<file path="src/rtl/regfile_pkg.sv">
// Shared constants, types and helpers for the multi-port register file.
// Latency: n/a (compile-time definitions only).
// Backpressure: n/a.
package regfile_pkg;

    localparam int RF_DATA_W   = 19;
    localparam int RF_NUM_REGS = 8;
    localparam int RF_AW       = $clog2(RF_NUM_REGS);

    typedef logic [RF_AW-1:0]     rf_addr_t;
    typedef logic [RF_DATA_W-1:0] rf_data_t;

    // A write or reserve only takes effect when enabled and, with a hardwired
    // zero register, when it does not target register 0.
    function automatic logic rf_eff_wr(input logic en, input logic [31:0] addr,
                                       input logic zero_reg);
        return en && !(zero_reg && (addr == 32'd0));
    endfunction

endpackage

</file>
<file path="src/rtl/regfile_mp_if.sv">
// Bundle of read, write, reserve and status signals of the register file.
// Latency: n/a (wiring only).
// Backpressure: none; all ports are fire-and-forget.
interface regfile_mp_if
    import regfile_pkg::*;
#(
    parameter int DATA_W   = RF_DATA_W,
    parameter int NUM_REGS = RF_NUM_REGS,
    parameter int NUM_RD   = 2
);
    localparam int AW = $clog2(NUM_REGS);

    logic [NUM_RD-1:0][AW-1:0]     rd_addr_i;
    logic [NUM_RD-1:0][DATA_W-1:0] rd_data_o;
    logic [NUM_RD-1:0]             rd_busy_o;
    logic                          wr0_en_i;
    logic [AW-1:0]                 wr0_addr_i;
    logic [DATA_W-1:0]             wr0_data_i;
    logic                          wr1_en_i;
    logic [AW-1:0]                 wr1_addr_i;
    logic [DATA_W-1:0]             wr1_data_i;
    logic                          rsv_en_i;
    logic [AW-1:0]                 rsv_addr_i;
    logic                          wr_collision_o;

    modport master (
        output rd_addr_i, wr0_en_i, wr0_addr_i, wr0_data_i,
               wr1_en_i, wr1_addr_i, wr1_data_i, rsv_en_i, rsv_addr_i,
        input  rd_data_o, rd_busy_o, wr_collision_o
    );

    modport slave (
        input  rd_addr_i, wr0_en_i, wr0_addr_i, wr0_data_i,
               wr1_en_i, wr1_addr_i, wr1_data_i, rsv_en_i, rsv_addr_i,
        output rd_data_o, rd_busy_o, wr_collision_o
    );
endinterface

</file>
<file path="src/rtl/regfile_scoreboard.sv">
// Per-register busy bits: set by issue-stage reserves, cleared by writebacks.
// Latency: 1 cycle reserve/clear to registered state; busy reads combinational.
// Backpressure: none; callers stall on rd_busy_o themselves.
module regfile_scoreboard
    import regfile_pkg::*;
#(
    parameter int NUM_REGS = RF_NUM_REGS,
    parameter int NUM_RD   = 2,
    parameter int BYPASS   = 1,
    parameter int ZERO_REG = 1,
    localparam int AW      = $clog2(NUM_REGS)
) (
    input  logic                      clk,
    input  logic                      reset,
    input  logic                      wr0_en_i,
    input  logic [AW-1:0]             wr0_addr_i,
    input  logic                      wr1_en_i,
    input  logic [AW-1:0]             wr1_addr_i,
    input  logic                      rsv_en_i,
    input  logic [AW-1:0]             rsv_addr_i,
    input  logic [NUM_RD-1:0][AW-1:0] rd_addr_i,
    output logic [NUM_RD-1:0]         rd_busy_o
);
    logic [NUM_REGS-1:0] busy_q;
    logic [NUM_REGS-1:0] busy_d;
    logic                eff0;
    logic                eff1;
    logic                effr;

    assign eff0 = rf_eff_wr(wr0_en_i, 32'(wr0_addr_i), ZERO_REG != 0);
    assign eff1 = rf_eff_wr(wr1_en_i, 32'(wr1_addr_i), ZERO_REG != 0);
    assign effr = rf_eff_wr(rsv_en_i, 32'(rsv_addr_i), ZERO_REG != 0);

    // Writebacks clear first, then a reserve sets: a newer producer wins.
    always_comb begin
        busy_d = busy_q;
        if (eff0) busy_d[wr0_addr_i] = 1'b0;
        if (eff1) busy_d[wr1_addr_i] = 1'b0;
        if (effr) busy_d[rsv_addr_i] = 1'b1;
    end

    // Busy bit register with synchronous clear.
    always_ff @(posedge clk) begin
        if (reset) busy_q <= '0;
        else       busy_q <= busy_d;
    end

    // Per-port busy view; a same-cycle writeback releases the register early.
    always_comb begin
        rd_busy_o = '0;
        for (int p = 0; p < NUM_RD; p++) begin
            if (ZERO_REG != 0 && rd_addr_i[p] == '0) begin
                rd_busy_o[p] = 1'b0;
            end else if (BYPASS != 0 &&
                         ((eff0 && rd_addr_i[p] == wr0_addr_i) ||
                          (eff1 && rd_addr_i[p] == wr1_addr_i))) begin
                rd_busy_o[p] = effr && (rd_addr_i[p] == rsv_addr_i);
            end else begin
                rd_busy_o[p] = busy_q[rd_addr_i[p]];
            end
        end
    end

endmodule

</file>
<file path="src/rtl/regfile_mp.sv">
// Multi-port register file with two prioritised write ports and busy scoreboard.
// Latency: writes visible after 1 cycle (same cycle with BYPASS); reads combinational.
// Backpressure: none; wr1 is silently dropped when it collides with wr0.
module regfile_mp
    import regfile_pkg::*;
#(
    parameter int DATA_W   = RF_DATA_W,
    parameter int NUM_REGS = RF_NUM_REGS,
    parameter int NUM_RD   = 2,
    parameter int BYPASS   = 1,
    parameter int ZERO_REG = 1
) (
    input  logic         clk,
    input  logic         reset,
    regfile_mp_if.slave  bus
);
    localparam int AW = $clog2(NUM_REGS);

    logic [NUM_REGS-1:0][DATA_W-1:0] mem_q;
    logic [NUM_REGS-1:0][DATA_W-1:0] mem_d;
    logic [NUM_RD-1:0][DATA_W-1:0]   rd_data;
    logic                            collision_q;
    logic                            collision_d;
    logic                            eff0;
    logic                            eff1;

    assign eff0 = rf_eff_wr(bus.wr0_en_i, 32'(bus.wr0_addr_i), ZERO_REG != 0);
    assign eff1 = rf_eff_wr(bus.wr1_en_i, 32'(bus.wr1_addr_i), ZERO_REG != 0);

    // Write arbitration: wr0 is applied last so it overrides wr1 on a tie.
    always_comb begin
        mem_d       = mem_q;
        collision_d = eff0 && eff1 && (bus.wr0_addr_i == bus.wr1_addr_i);
        if (eff1) mem_d[bus.wr1_addr_i] = bus.wr1_data_i;
        if (eff0) mem_d[bus.wr0_addr_i] = bus.wr0_data_i;
    end

    // Storage array and collision pulse flop.
    always_ff @(posedge clk) begin
        if (reset) begin
            mem_q       <= '0;
            collision_q <= 1'b0;
        end else begin
            mem_q       <= mem_d;
            collision_q <= collision_d;
        end
    end

    // Read muxes with optional same-cycle forwarding of write data.
    always_comb begin
        rd_data = '0;
        for (int p = 0; p < NUM_RD; p++) begin
            if (ZERO_REG != 0 && bus.rd_addr_i[p] == '0) begin
                rd_data[p] = '0;
            end else if (BYPASS != 0 && eff0 && bus.rd_addr_i[p] == bus.wr0_addr_i) begin
                rd_data[p] = bus.wr0_data_i;
            end else if (BYPASS != 0 && eff1 && bus.rd_addr_i[p] == bus.wr1_addr_i) begin
                rd_data[p] = bus.wr1_data_i;
            end else begin
                rd_data[p] = mem_q[bus.rd_addr_i[p]];
            end
        end
    end

    assign bus.rd_data_o      = rd_data;
    assign bus.wr_collision_o = collision_q;

    regfile_scoreboard #(
        .NUM_REGS (NUM_REGS),
        .NUM_RD   (NUM_RD),
        .BYPASS   (BYPASS),
        .ZERO_REG (ZERO_REG)
    ) u_scoreboard (
        .clk        (clk),
        .reset      (reset),
        .wr0_en_i   (bus.wr0_en_i),
        .wr0_addr_i (bus.wr0_addr_i),
        .wr1_en_i   (bus.wr1_en_i),
        .wr1_addr_i (bus.wr1_addr_i),
        .rsv_en_i   (bus.rsv_en_i),
        .rsv_addr_i (bus.rsv_addr_i),
        .rd_addr_i  (bus.rd_addr_i),
        .rd_busy_o  (bus.rd_busy_o)
    );

endmodule

</file>
<file path="src/flat_wrapper.sv">
// flat-port wrapper written by rule: the top's interface ports become plain ports
module regfile_mp_flat import regfile_pkg::*;
#(
    parameter int DATA_W   = RF_DATA_W,
    parameter int NUM_REGS = RF_NUM_REGS,
    parameter int NUM_RD   = 2,
    parameter int BYPASS   = 1,
    parameter int ZERO_REG = 1
)
  (clk, reset, bus_rd_addr_i, bus_wr0_en_i, bus_wr0_addr_i, bus_wr0_data_i, bus_wr1_en_i, bus_wr1_addr_i, bus_wr1_data_i, bus_rsv_en_i, bus_rsv_addr_i, bus_rd_data_o, bus_rd_busy_o, bus_wr_collision_o);
  regfile_mp_if #(.DATA_W(DATA_W), .NUM_REGS(NUM_REGS), .NUM_RD(NUM_RD)) bus_i ();
  input  logic clk;
  input  logic reset;
  input wire logic [$bits(bus_i.rd_addr_i)-1:0] bus_rd_addr_i;
  input wire logic [$bits(bus_i.wr0_en_i)-1:0] bus_wr0_en_i;
  input wire logic [$bits(bus_i.wr0_addr_i)-1:0] bus_wr0_addr_i;
  input wire logic [$bits(bus_i.wr0_data_i)-1:0] bus_wr0_data_i;
  input wire logic [$bits(bus_i.wr1_en_i)-1:0] bus_wr1_en_i;
  input wire logic [$bits(bus_i.wr1_addr_i)-1:0] bus_wr1_addr_i;
  input wire logic [$bits(bus_i.wr1_data_i)-1:0] bus_wr1_data_i;
  input wire logic [$bits(bus_i.rsv_en_i)-1:0] bus_rsv_en_i;
  input wire logic [$bits(bus_i.rsv_addr_i)-1:0] bus_rsv_addr_i;
  output wire logic [$bits(bus_i.rd_data_o)-1:0] bus_rd_data_o;
  output wire logic [$bits(bus_i.rd_busy_o)-1:0] bus_rd_busy_o;
  output wire logic [$bits(bus_i.wr_collision_o)-1:0] bus_wr_collision_o;
  assign bus_i.rd_addr_i = bus_rd_addr_i;
  assign bus_i.wr0_en_i = bus_wr0_en_i;
  assign bus_i.wr0_addr_i = bus_wr0_addr_i;
  assign bus_i.wr0_data_i = bus_wr0_data_i;
  assign bus_i.wr1_en_i = bus_wr1_en_i;
  assign bus_i.wr1_addr_i = bus_wr1_addr_i;
  assign bus_i.wr1_data_i = bus_wr1_data_i;
  assign bus_i.rsv_en_i = bus_rsv_en_i;
  assign bus_i.rsv_addr_i = bus_rsv_addr_i;
  assign bus_rd_data_o = bus_i.rd_data_o;
  assign bus_rd_busy_o = bus_i.rd_busy_o;
  assign bus_wr_collision_o = bus_i.wr_collision_o;
  regfile_mp #(.DATA_W(DATA_W), .NUM_REGS(NUM_REGS), .NUM_RD(NUM_RD), .BYPASS(BYPASS), .ZERO_REG(ZERO_REG)) u_core (.clk(clk), .reset(reset), .bus(bus_i));
endmodule
</file>
<file path="config.mk">
export PLATFORM = sky130hd
export DESIGN_NAME = regfile_mp_flat
export DESIGN_NICKNAME = d
export VERILOG_FILES = /design/src/rtl/regfile_pkg.sv /design/src/rtl/regfile_mp_if.sv /design/src/rtl/regfile_scoreboard.sv /design/src/rtl/regfile_mp.sv /design/src/flat_wrapper.sv
export SDC_FILE = /design/constraint.sdc
export NUM_CORES = 1
export LEC_CHECK = 0
export ABC_AREA = 0
export CAP_MARGIN = 20
export CORE_ASPECT_RATIO = 1.2
export CORE_MARGIN = 2
export CORE_UTILIZATION = 50
export CTS_CLUSTER_DIAMETER = 50
export DETAILED_ROUTE_END_ITERATION = 10
export GPL_TIMING_DRIVEN = 0
export PLACE_DENSITY_LB_ADDON = 0.08
export SKIP_CTS_REPAIR_TIMING = 1
export SYNTH_ARGS = -nofsm -noshare
export SYNTH_HDL_FRONTEND = slang
export SYNTH_SLANG_ARGS = --single-unit
</file>
<file path="constraint.sdc">
create_clock -name clk -period 3 [get_ports clk]
set_input_delay 0.75 -clock clk [delete_from_list [all_inputs] [get_ports clk]]
set_output_delay 0.75 -clock clk [all_outputs]
set_load 0.1 [all_outputs]
</file>
# Yosys cells after proc, flatten, opt, wreduce, memory -nomap -nowiden
# Index checks and enable logic that the tools add are counted.
[totals]
word_cells = 89
latchBits = 0
ramBits = 0
ff_bits = 161
n_memories = 0
mem_bits_ro = 0
[classes]
reduce_logical = 24
order_cmp = 8
multipliers = 0
bitwise_logic = 5
mux = 35
div_mod_pow = 0
shift = 0
add_sub_neg = 0
eq_ne = 7
[op_table]
columns = ["operator", "count"]
rows = [
  ["bitwise mux 152 bit", 2],
  ["2-to-1 mux 152 bit", 2],
  ["2-to-1 mux 19 bit", 10],
  ["binary-select mux 19 bit (select 3 bit)", 2],
  ["demux 19 bit (select 3 bit)", 2],
  ["2-to-1 mux 8 bit", 3],
  ["== test 3 bit", 7],
  ["< comparator 3 x 4 -> 1 bit, second input constant", 5],
  ["AND 8 bit", 2],
  ["inverter 8 bit", 2],
  ["zero test 3 bit", 5],
  ["logical AND 1 bit", 14],
  ["demux 1 bit (select 3 bit)", 3],
  [">= comparator 3 x 1 -> 1 bit, second input constant", 3],
  ["2-to-1 mux 1 bit", 9],
  ["bitwise OR 8 bit", 1],
  ["binary-select mux 1 bit (select 3 bit)", 2],
  ["zero test 1 bit", 3],
  ["logical OR 1 bit", 2],
]

# Logic depth before layout (Yosys ltp)
# Gate-level depths: netlist (run 1).
[depth]
ltp_word = 11
mapped_depth = 7
mapped_depth_nobuf = 4

# Hierarchy
# A second synthesis (run 1) with hierarchy kept.
[hier_totals]
cells_unflattened = 1091
hier_area_um2 = 10889.2
[modules_own_cells]
columns = ["module", "seq_area_each_um2", "area_per_inst_um2", "cells_each", "n_inst"]
rows = [
  ["regfile_mp", 3062.9, 10032.1, 975, 1],
  ["regfile_scoreboard", 140.1, 857.1, 116, 1],
]

# Worst setup path after synthesis (run 1)
# OpenSTA, ideal clock, no wires.
[synth_path]
path_type = "input to output"
startpoint = "in bus_rd_addr_i[0]"
endpoint = "out bus_rd_busy_o[0]"
t_required_ns = 2.250
path_slack_ns = -2.421
cell_stages = 4
t_arrival_ns = 4.671
path_buffers = 2
path_cell_list = "buf_2 > buf_1 > a22oi_1 > o41ai_1"
[synth_between]
elab_chain_len = 5
elab_cells_between_ends = 12
cone_classes = "3 x eq/ne; 4 x mux; 5 x reduce/logical"
[synth_rtl]
columns = ["item", "line_no", "text"]
rows = [
  ["from (decl)", "flat_wrapper.sv:14", "input wire logic [$bits(bus_i.rd_addr_i)-1:0] bus_rd_addr_i;"],
  ["branches (longest 4 deep; another with binary-select mux 1 bit (select 3 bit))", "-", ""],
  ["2-to-1 mux 1 bit (*)", "regfile_scoreboard.sv:52", "if (ZERO_REG != 0 && rd_addr_i[p] == '0) begin"],
  ["to (decl)", "flat_wrapper.sv:24", "output wire logic [$bits(bus_i.rd_busy_o)-1:0] bus_rd_busy_o;"],
]
# Mark *: on every way between the ends. The select of a mux whose other input is x is not followed.

# Worst setup path in the final report (run 1)
[layout_path]
startpoint = "in bus_rd_addr_i[4]"
endpoint = "out bus_rd_data_o[34]"
[layout_between]
elab_chain_len = 5
elab_cells_between_ends = 10
cone_classes = "2 x eq/ne; 5 x mux; 3 x reduce/logical"
[layout_rtl]
columns = ["item", "line_no", "text"]
rows = [
  ["binary-select mux 19 bit (select 3 bit) / == test 3 bit (equally long branches)", "regfile_mp.sv:60, regfile_mp.sv:57", ""],
  ["2-to-1 mux 19 bit (not written as such) / logical AND 1 bit (equally long branches)", "regfile_mp.sv:60, regfile_mp.sv:57", ""],
  ["2-to-1 mux 19 bit", "regfile_mp.sv:57", "end else if (BYPASS != 0 && eff1 && bus.rd_addr_i[p] == bus.wr1_addr_i) begin"],
  ["2-to-1 mux 19 bit", "regfile_mp.sv:55", "end else if (BYPASS != 0 && eff0 && bus.rd_addr_i[p] == bus.wr0_addr_i) begin"],
  ["2-to-1 mux 19 bit (*)", "regfile_mp.sv:53", "if (ZERO_REG != 0 && bus.rd_addr_i[p] == '0) begin"],
  ["to (decl)", "flat_wrapper.sv:23", "output wire logic [$bits(bus_i.rd_data_o)-1:0] bus_rd_data_o;"],
]
# Mark *: on every way between the ends. The rest lies on a longest branch, timed or not. The select of a mux whose other input is x is not followed.

==> summary.txt, run 1 <==
Outcome
  • Status: complete, but fails checks
  • Failing checks: setup timing

Routing
  • DRC viols: 0
  • Wire per inst: roughly 32 µm
  • Antenna-violating nets left: 0
  • Via density: between 7 and 8
  • Drt pass-1 iters: 6
  • Total Wirelength: 46700 µm
  • Via count: roughly 11000
  • Initial drt markers: between 1000 and 1500

Worst setup path
  • CP Max Fanout: 6
  • Setup CP Type: in -> out
  • Worst reg2reg path depth: 2
  • Setup crit start kind: primary input
  • R2R Path Start: u_core.mem_q[96]
  • Reg2reg setup slack: about 2.1 ns
  • Setup crit end kind: output port
  • WP data arrival: about 2.5 ns
  • WP data required: about 2.3 ns
  • Reg2reg end: u_core.mem_q[96]

STA
  • Final setup violation count: 40
  • Skew final: 0 ns
  • Final Hold Slack: 0.479 ns
  • Tightest Pin Transition: 1.09 ns
  • Fin crit share: 109%
  • Fmax: about 310 MHz
  • Final hold vios: 0
  • Slew HR: between 20 and 30%
  • Fin worst setup slack: -0.270 ns
  • Tmin final: 3.27 ns
  • Setup TNS: -7.43 ns
  • Unrepaired setup endpoints after global routing: yes
  • Slew Viols, Final: 0

Synth
  • Xor and xnor area share after synthesis: approximately 1.6%
  • Mapped Area: roughly 11000 µm²
  • Ys async rst share: 0%
  • Post-synthesis register bit count: between 150 and 200
  • Syn. warnings: 0
  • Number of synthesized flops with an enable pin: 0
  • Post-synthesis mux area share: between 30 and 40%
  • Adder-cell share of the synthesized area: 0%
  • Avg Inst Size Synth: 10.0 µm²
  • Post-Synth Simple-Gate Area: 10.0%
  • Synth Area in Compound Gates: between 10% and 20%
  • Distinct cells, synth: 39
  • Syn Inst Count: between 1000 and 1500
  • Main synth FF type: dfxtp_1
  • Sequential share of the synthesized area: slightly above 30%
  • Syn_nets: 1117
  • Largest family of logic cells by synthesized area: multiplexers

Floorplanning
  • Initial Utilization: slightly above 50%
  • Die ar.: 22400 µm²
  • Overall die width: roughly 140 µm
  • # rows: 58
  • IO Count: between 90 and 100
  • Core area: ~21000 µm²
  • Die Ht: approximately 160 µm

Global route
  • GRT Resource Usage Total: approximately 39%
  • Vias in the first global route: slightly below 10000
  • First-pass GRT wire length: 62400 µm
  • Largest net degree at the start of global routing: 17
  • Grt ovf: 0
  • Antenna violations before repair: 2

Placement
  • HPWL Detailed: approximately 28000 µm
  • RePlAce Congestion: 0.972
  • IO buf count: 50
  • Placed inst area: about 12000 µm²

Final layout
  • Final Instance Area: about 14000 µm²
  • Final nets: 1231
  • Most common cell after layout, fill and taps aside: dfxtp_1
  • Area delta synth->final: 36.9%
  • Share of cells above drive strength 1: roughly a third
  • Commonest non-fill, non-tap cells in the layout: 161 x dfxtp_1, 160 x mux2i_1, 145 x nor2_1, 133 x a211oi_1, 76 x mux4_2

Pwr
  • Power Total: 6.86 mW
  • Logic pwr share: 31.3%
  • Leak: 5.52 nW
  • Reg power frac: 33.5%
  • Clock power share: 35.2%
  • Int Power: 4.55 mW
  • Power per cell area: roughly 470 nW/µm²
  • Psw: 2.31 mW
  • Switching Fraction: about a third
  • VDD IR-drop max: 0.418 mV

Clock network
  • Clock root cell: clkbuf_16
  • Clock transition at the registers of the reported paths: ~0.060 ns
  • Inserted Clock Buffers: 17
  • CTS tree: yes
  • Clock Path Buffers: 2
  • Worst-skew pair later-pin latency: 0.44 ns
  • Clock sink count: ~160
  • H-tree Lvls: 4

Worst hold path
  • Launch point of the worst hold path: u_core.u_scoreboard.busy_q[6]
  • Min-Delay Endpoint: u_core.u_scoreboard.busy_q[6]
  • Hold Crit Class: reg -> reg
  • WHS Path Cells: 2

Run
  • Max_cap viols: 0
through the flow:
step	setup WS, ns	utilization, %	std cells
2_1_floorplan	-0.307	-	1059
3_3_place_gp	-2.18	57.4	1379
3_5_place_dp	-2.16	57.4	1379
4_1_cts	-2.17	60.5	1411
5_1_grt	-0.264	69.3	1457
6_report	-0.270	69.4	1458
sequential cells by signal, indices dropped and copies added, names as in the netlist:
register,cells
u_core.u_scoreboard.busy_q,8
u_core.mem_q,152
u_core.bus.wr_collision_o,1
cells by family after synthesis:
kind of cell | count (synthesis)
AOI/OAI and AO/OA | 238
buffers and inverters | 157
and+or+nand+nor | 235
DFF | 161
muxes | 249
xor gates and xnor gates | 19
cell usage after synthesis (2+ instances only):
cell type | count | area (µm²)
nand3_1 | 11 | 55.1
nor4_1 | 4 | 25.0
or3_1 | 4 | 25.0
nor3_1 | 4 | 20.0
nor3b_1 | 2 | 15.0
o41ai_1 | 2 | 17.5
buf_6 | 13 | 146
a22oi_1 | 3 | 22.5
mux4_2 | 76 | 1710
clkbuf_2 | 2 | 10.0
o21bai_1 | 2 | 15.0
dfxtp_1 | 161 | 3220
buf_1 | 25 | 93.8
nand4b_1 | 3 | 26.3
xor2_1 | 19 | 166
clkbuf_1 | 70 | 263
buf_2 | 36 | 180
mux2i_1 | 173 | 1730
nor2b_1 | 30 | 188
o2111ai_1 | 2 | 17.5
nor2_1 | 145 | 544
a211o_1 | 2 | 17.5
o31a_1 | 2 | 17.5
o221ai_1 | 38 | 333
a21oi_1 | 11 | 55.1
o31ai_2 | 2 | 25.0
or4_4 | 2 | 22.5
buf_4 | 10 | 75.1
a211oi_1 | 133 | 998
a31oi_1 | 2 | 12.5
nand2_1 | 23 | 86.3
nand4_1 | 3 | 18.8
o211a_1 | 38 | 380
layer usage:
metal / up-vias / routed length, µm / track usage, %
met5: - / 13 / 0
met4: 2 / 3820 / 23.9
met3: 277 / 6130 / 12.4
met2: 907 / 20100 / 57.9
met1: 5151 / 16600 / 49.4
li1: 4267 / - / -
area by class of cell:
type / count / area (µm²)
diodes: 2 / 5.00
plain buffers: 156 / 1210
clock buffers: 19 / 453
clock inverters: 13 / 183
fillers: 1529 / 6400
inverters: 1 / 3.75
multi-input cells: 741 / 7550
flip-flops and latches: 161 / 3220
well taps: 270 / 338
repair buffers: 95 / 1530
worst max path at each step:
stage | start | to | slack [ns] | cells after the start
after floorplan | bus_wr1_addr_i[2] | bus_rd_busy_o[0] | -0.31 | 5
after global placement | bus_rd_addr_i[1] | bus_rd_data_o[8] | -2.18 | 8
after detailed placement | bus_rd_addr_i[1] | bus_rd_data_o[8] | -2.16 | 8
after CTS | bus_rd_addr_i[1] | bus_rd_data_o[8] | -2.17 | 8
after global routing | bus_rd_addr_i[4] | bus_rd_data_o[22] | -0.26 | 9
final | bus_rd_addr_i[4] | bus_rd_data_o[34] | -0.27 | 9
critical path, cell delays in order:
cell	delay, ns
buf_8	0.09
buf_12	0.14
buf_8	0.15
clkbuf_16	0.18
mux4_2	0.53
mux2i_1	0.21
o221ai_2	0.13
o211a_4	0.17
buf_12	0.16
power groups by stage:
| stage | sequential (mW) | clock [mW] | combinational, mW |
|---|---|---|---|
| global placement | 2.34 | 0 | 1.66 |
| finish | 2.30 | 2.41 | 2.15 |
| detailed placement | 2.34 | 0 | 1.67 |
| CTS | 2.30 | 2.39 | 1.68 |
| floorplan | 2.32 | 0 | 1.27 |
| global route | 2.31 | 2.48 | 2.19 |
No activity file was read; power rests on OpenSTA's default activity.
==> run 2, diff against run 1 <==
CORE_UTILIZATION = 59   (was 50)
SLEW_MARGIN = 20   (was not set)
==> run 2 against run 1 <==
  * The flow still finishes with violations (setup timing)
  * Routed wire length up 3.4%
  * Non-clock buffer count up 2
  * Hold slack worse by 0.0034 ns
  * Global-route usage up 5.3 points
  * Critical path type unchanged
  * Largest cell class unchanged
==> summary.txt, run 2 (synthesized netlist as in run 1, its figures left out) <==
Global route
  • Largest net degree at the start of global routing: 17
  • Antenna violations before repair: 0
  • Grt ovf: 0
  • Vias in the first global route: approximately 10000
  • GRT Resource Usage Total: approximately 44%
  • First-pass GRT wire length: 61900 µm

Worst setup path
  • WP data required: around 2.3 ns
  • Worst path depth: 6
  • Setup CP Type: in -> out
  • Crit-path max cell delay: around 0.79 ns
  • Reg2reg setup slack: a little over 2 ns
  • CP Max Fanout: 4
  • Critical Path Slowest Stage Cell: nor4_1
  • Crit path launch: bus_rd_addr_i[1]
  • Setup crit start kind: primary input
  • Worst reg2reg path depth: 2
  • WP data arrival: between 2 and 3 ns
  • R2R Path Start: u_core.mem_q[136]
  • Buf/Inv on CP: 2
  • Reg2reg end: u_core.mem_q[136]
  • Top cell family by delay on the critical path: simple AND/OR/NAND/NOR gates
  • Setup crit end kind: output port
  • Worst setup path end: bus_rd_busy_o[0]
  • CP cell instances: buf_12, xor2_1, nor4_1, o2111ai_1, o41ai_4, buf_6

Placement
  • IO buf count: 50
  • HPWL Detailed: 27800 µm
  • RePlAce Congestion: around 1

Floorplanning
  • Core area: 17600 µm²
  • Initial Utilization: 60.3%
  • Die Ht: 151 µm
  • Overall die width: around 130 µm
  • IO Count: a little under 100
  • # rows: 53
  • Die ar.: about 19000 µm²

Clock network
  • Clock sink count: roughly 160
  • Clock root cell: clkbuf_16
  • CTS tree: yes
  • Worst-skew pair later-pin latency: 0.44 ns
  • Clock Path Buffers: 2
  • H-tree Lvls: 4
  • Inserted Clock Buffers: 17
  • Clock transition at the registers of the reported paths: ~0.07 ns

Pwr
  • Leak: ~5.5 nW
  • Power per cell area: 468 nW/µm²
  • VDD IR-drop max: around 0.51 mV

STA
  • Tightest Pin Transition: between 1 and 1.5 ns
  • Unrepaired setup endpoints after global routing: yes
  • Fin crit share: 110%
  • Final Hold Slack: between 0.4 and 0.5 ns
  • Final hold vios: 0
  • Final setup violation count: 40
  • Tmin final: around 3.3 ns
  • Fin worst setup slack: -0.311 ns
  • Slew HR: between 20% and 30%
  • Skew final: 0 ns
  • Fmax: 302 MHz
  • Slew Viols, Final: 0

Final layout
  • Most common cell after layout, fill and taps aside: dfxtp_1
  • Commonest non-fill, non-tap cells in the layout: 161 x dfxtp_1, 159 x mux2i_1, 145 x nor2_1, 133 x a211oi_1, 76 x mux4_2
  • Max reg flops: between 150 and 200
  • # fillers: a little under 1000
  • Inserted Diodes: 0
  • Area delta synth->final: 35.3%
  • Largest reg by FF count: u_core.mem_q
  • Util after Layout: 81.5%
  • Final nets: roughly 1200
  • Share of cells above drive strength 1: 32.2%

Routing
  • Drt pass-1 iters: 10
  • Via density: around 8
  • Via count: ~11000
  • Initial drt markers: 1996
  • Wire per inst: roughly 34 µm
  • Antenna-violating nets left: 0
  • DRC viols: 0
  • Total Wirelength: 48200 µm

Run
  • Max_cap viols: 0

Outcome
  • Failing checks: setup timing
  • Status: complete, but fails checks

Worst hold path
  • Hold Crit Class: reg -> reg
  • WHS Path Cells: 2
-- run 2: worst register-to-register path: stages, from the launching register on --
cell and delay, ns:
dfxtp_1 0.40, mux2i_1 0.13, a211oi_1 0.30
-- run 2: worst min-delay path by stage --
stage,endpoint,start
3_5_place_dp,u_core.u_scoreboard.busy_q[6],u_core.u_scoreboard.busy_q[6]
6_report,u_core.u_scoreboard.busy_q[6],u_core.u_scoreboard.busy_q[6]
4_1_cts,u_core.u_scoreboard.busy_q[6],u_core.u_scoreboard.busy_q[6]
5_1_grt,u_core.u_scoreboard.busy_q[6],u_core.u_scoreboard.busy_q[6]
3_3_place_gp,u_core.u_scoreboard.busy_q[6],u_core.u_scoreboard.busy_q[6]
2_1_floorplan,u_core.u_scoreboard.busy_q[0],u_core.u_scoreboard.busy_q[0]
-- run 2: per-stage QoR --
step / instance area [µm²] / worst slack, ns / TNS [ns] / power, mW / cells
3_3_place_gp: 11900 / -2.17 / -80.49 / 3.98 / 1329
3_5_place_dp: 11900 / -2.20 / -82.86 / 4.01 / 1329
5_1_grt: 14300 / -0.253 / -7.78 / 6.79 / 1408
2_1_floorplan: 11200 / -0.307 / -1.57 / 3.59 / 1059
6_report: 14300 / -0.311 / -7.68 / 6.70 / 1408
4_1_cts: 12500 / -2.21 / -79.94 / 6.17 / 1361
-- run 2: per-layer routing --
layer / GRT usage [%] / vias up / share of wire, %
li1: - / 4275 / -
met1: 54.1 / 5225 / 32
met2: 66.7 / 1194 / 43
met3: 17.1 / 349 / 15
met4: 26.8 / 2 / 8.8
met5: 0 / - / 0.099
-- run 2: where the power goes --
part	internal, mW	switching (mW)	total, mW
Sequential	2.23	0.0769	2.31
Combinational	0.864	1.29	2.16
Clock	1.20	1.04	2.24
-- run 2: cell type report --
class	count	area, µm²	share of cell area [%]
multi-input cells	741	7530	52.5
plain buffers	156	1230	8.56
clock inverters	13	139	0.969
clock buffers	19	443	3.09
inverters	1	3.75	0.0262
repair buffers	97	1490	10.4
well taps	220	275	1.92
flip-flops and latches	161	3220	22.5
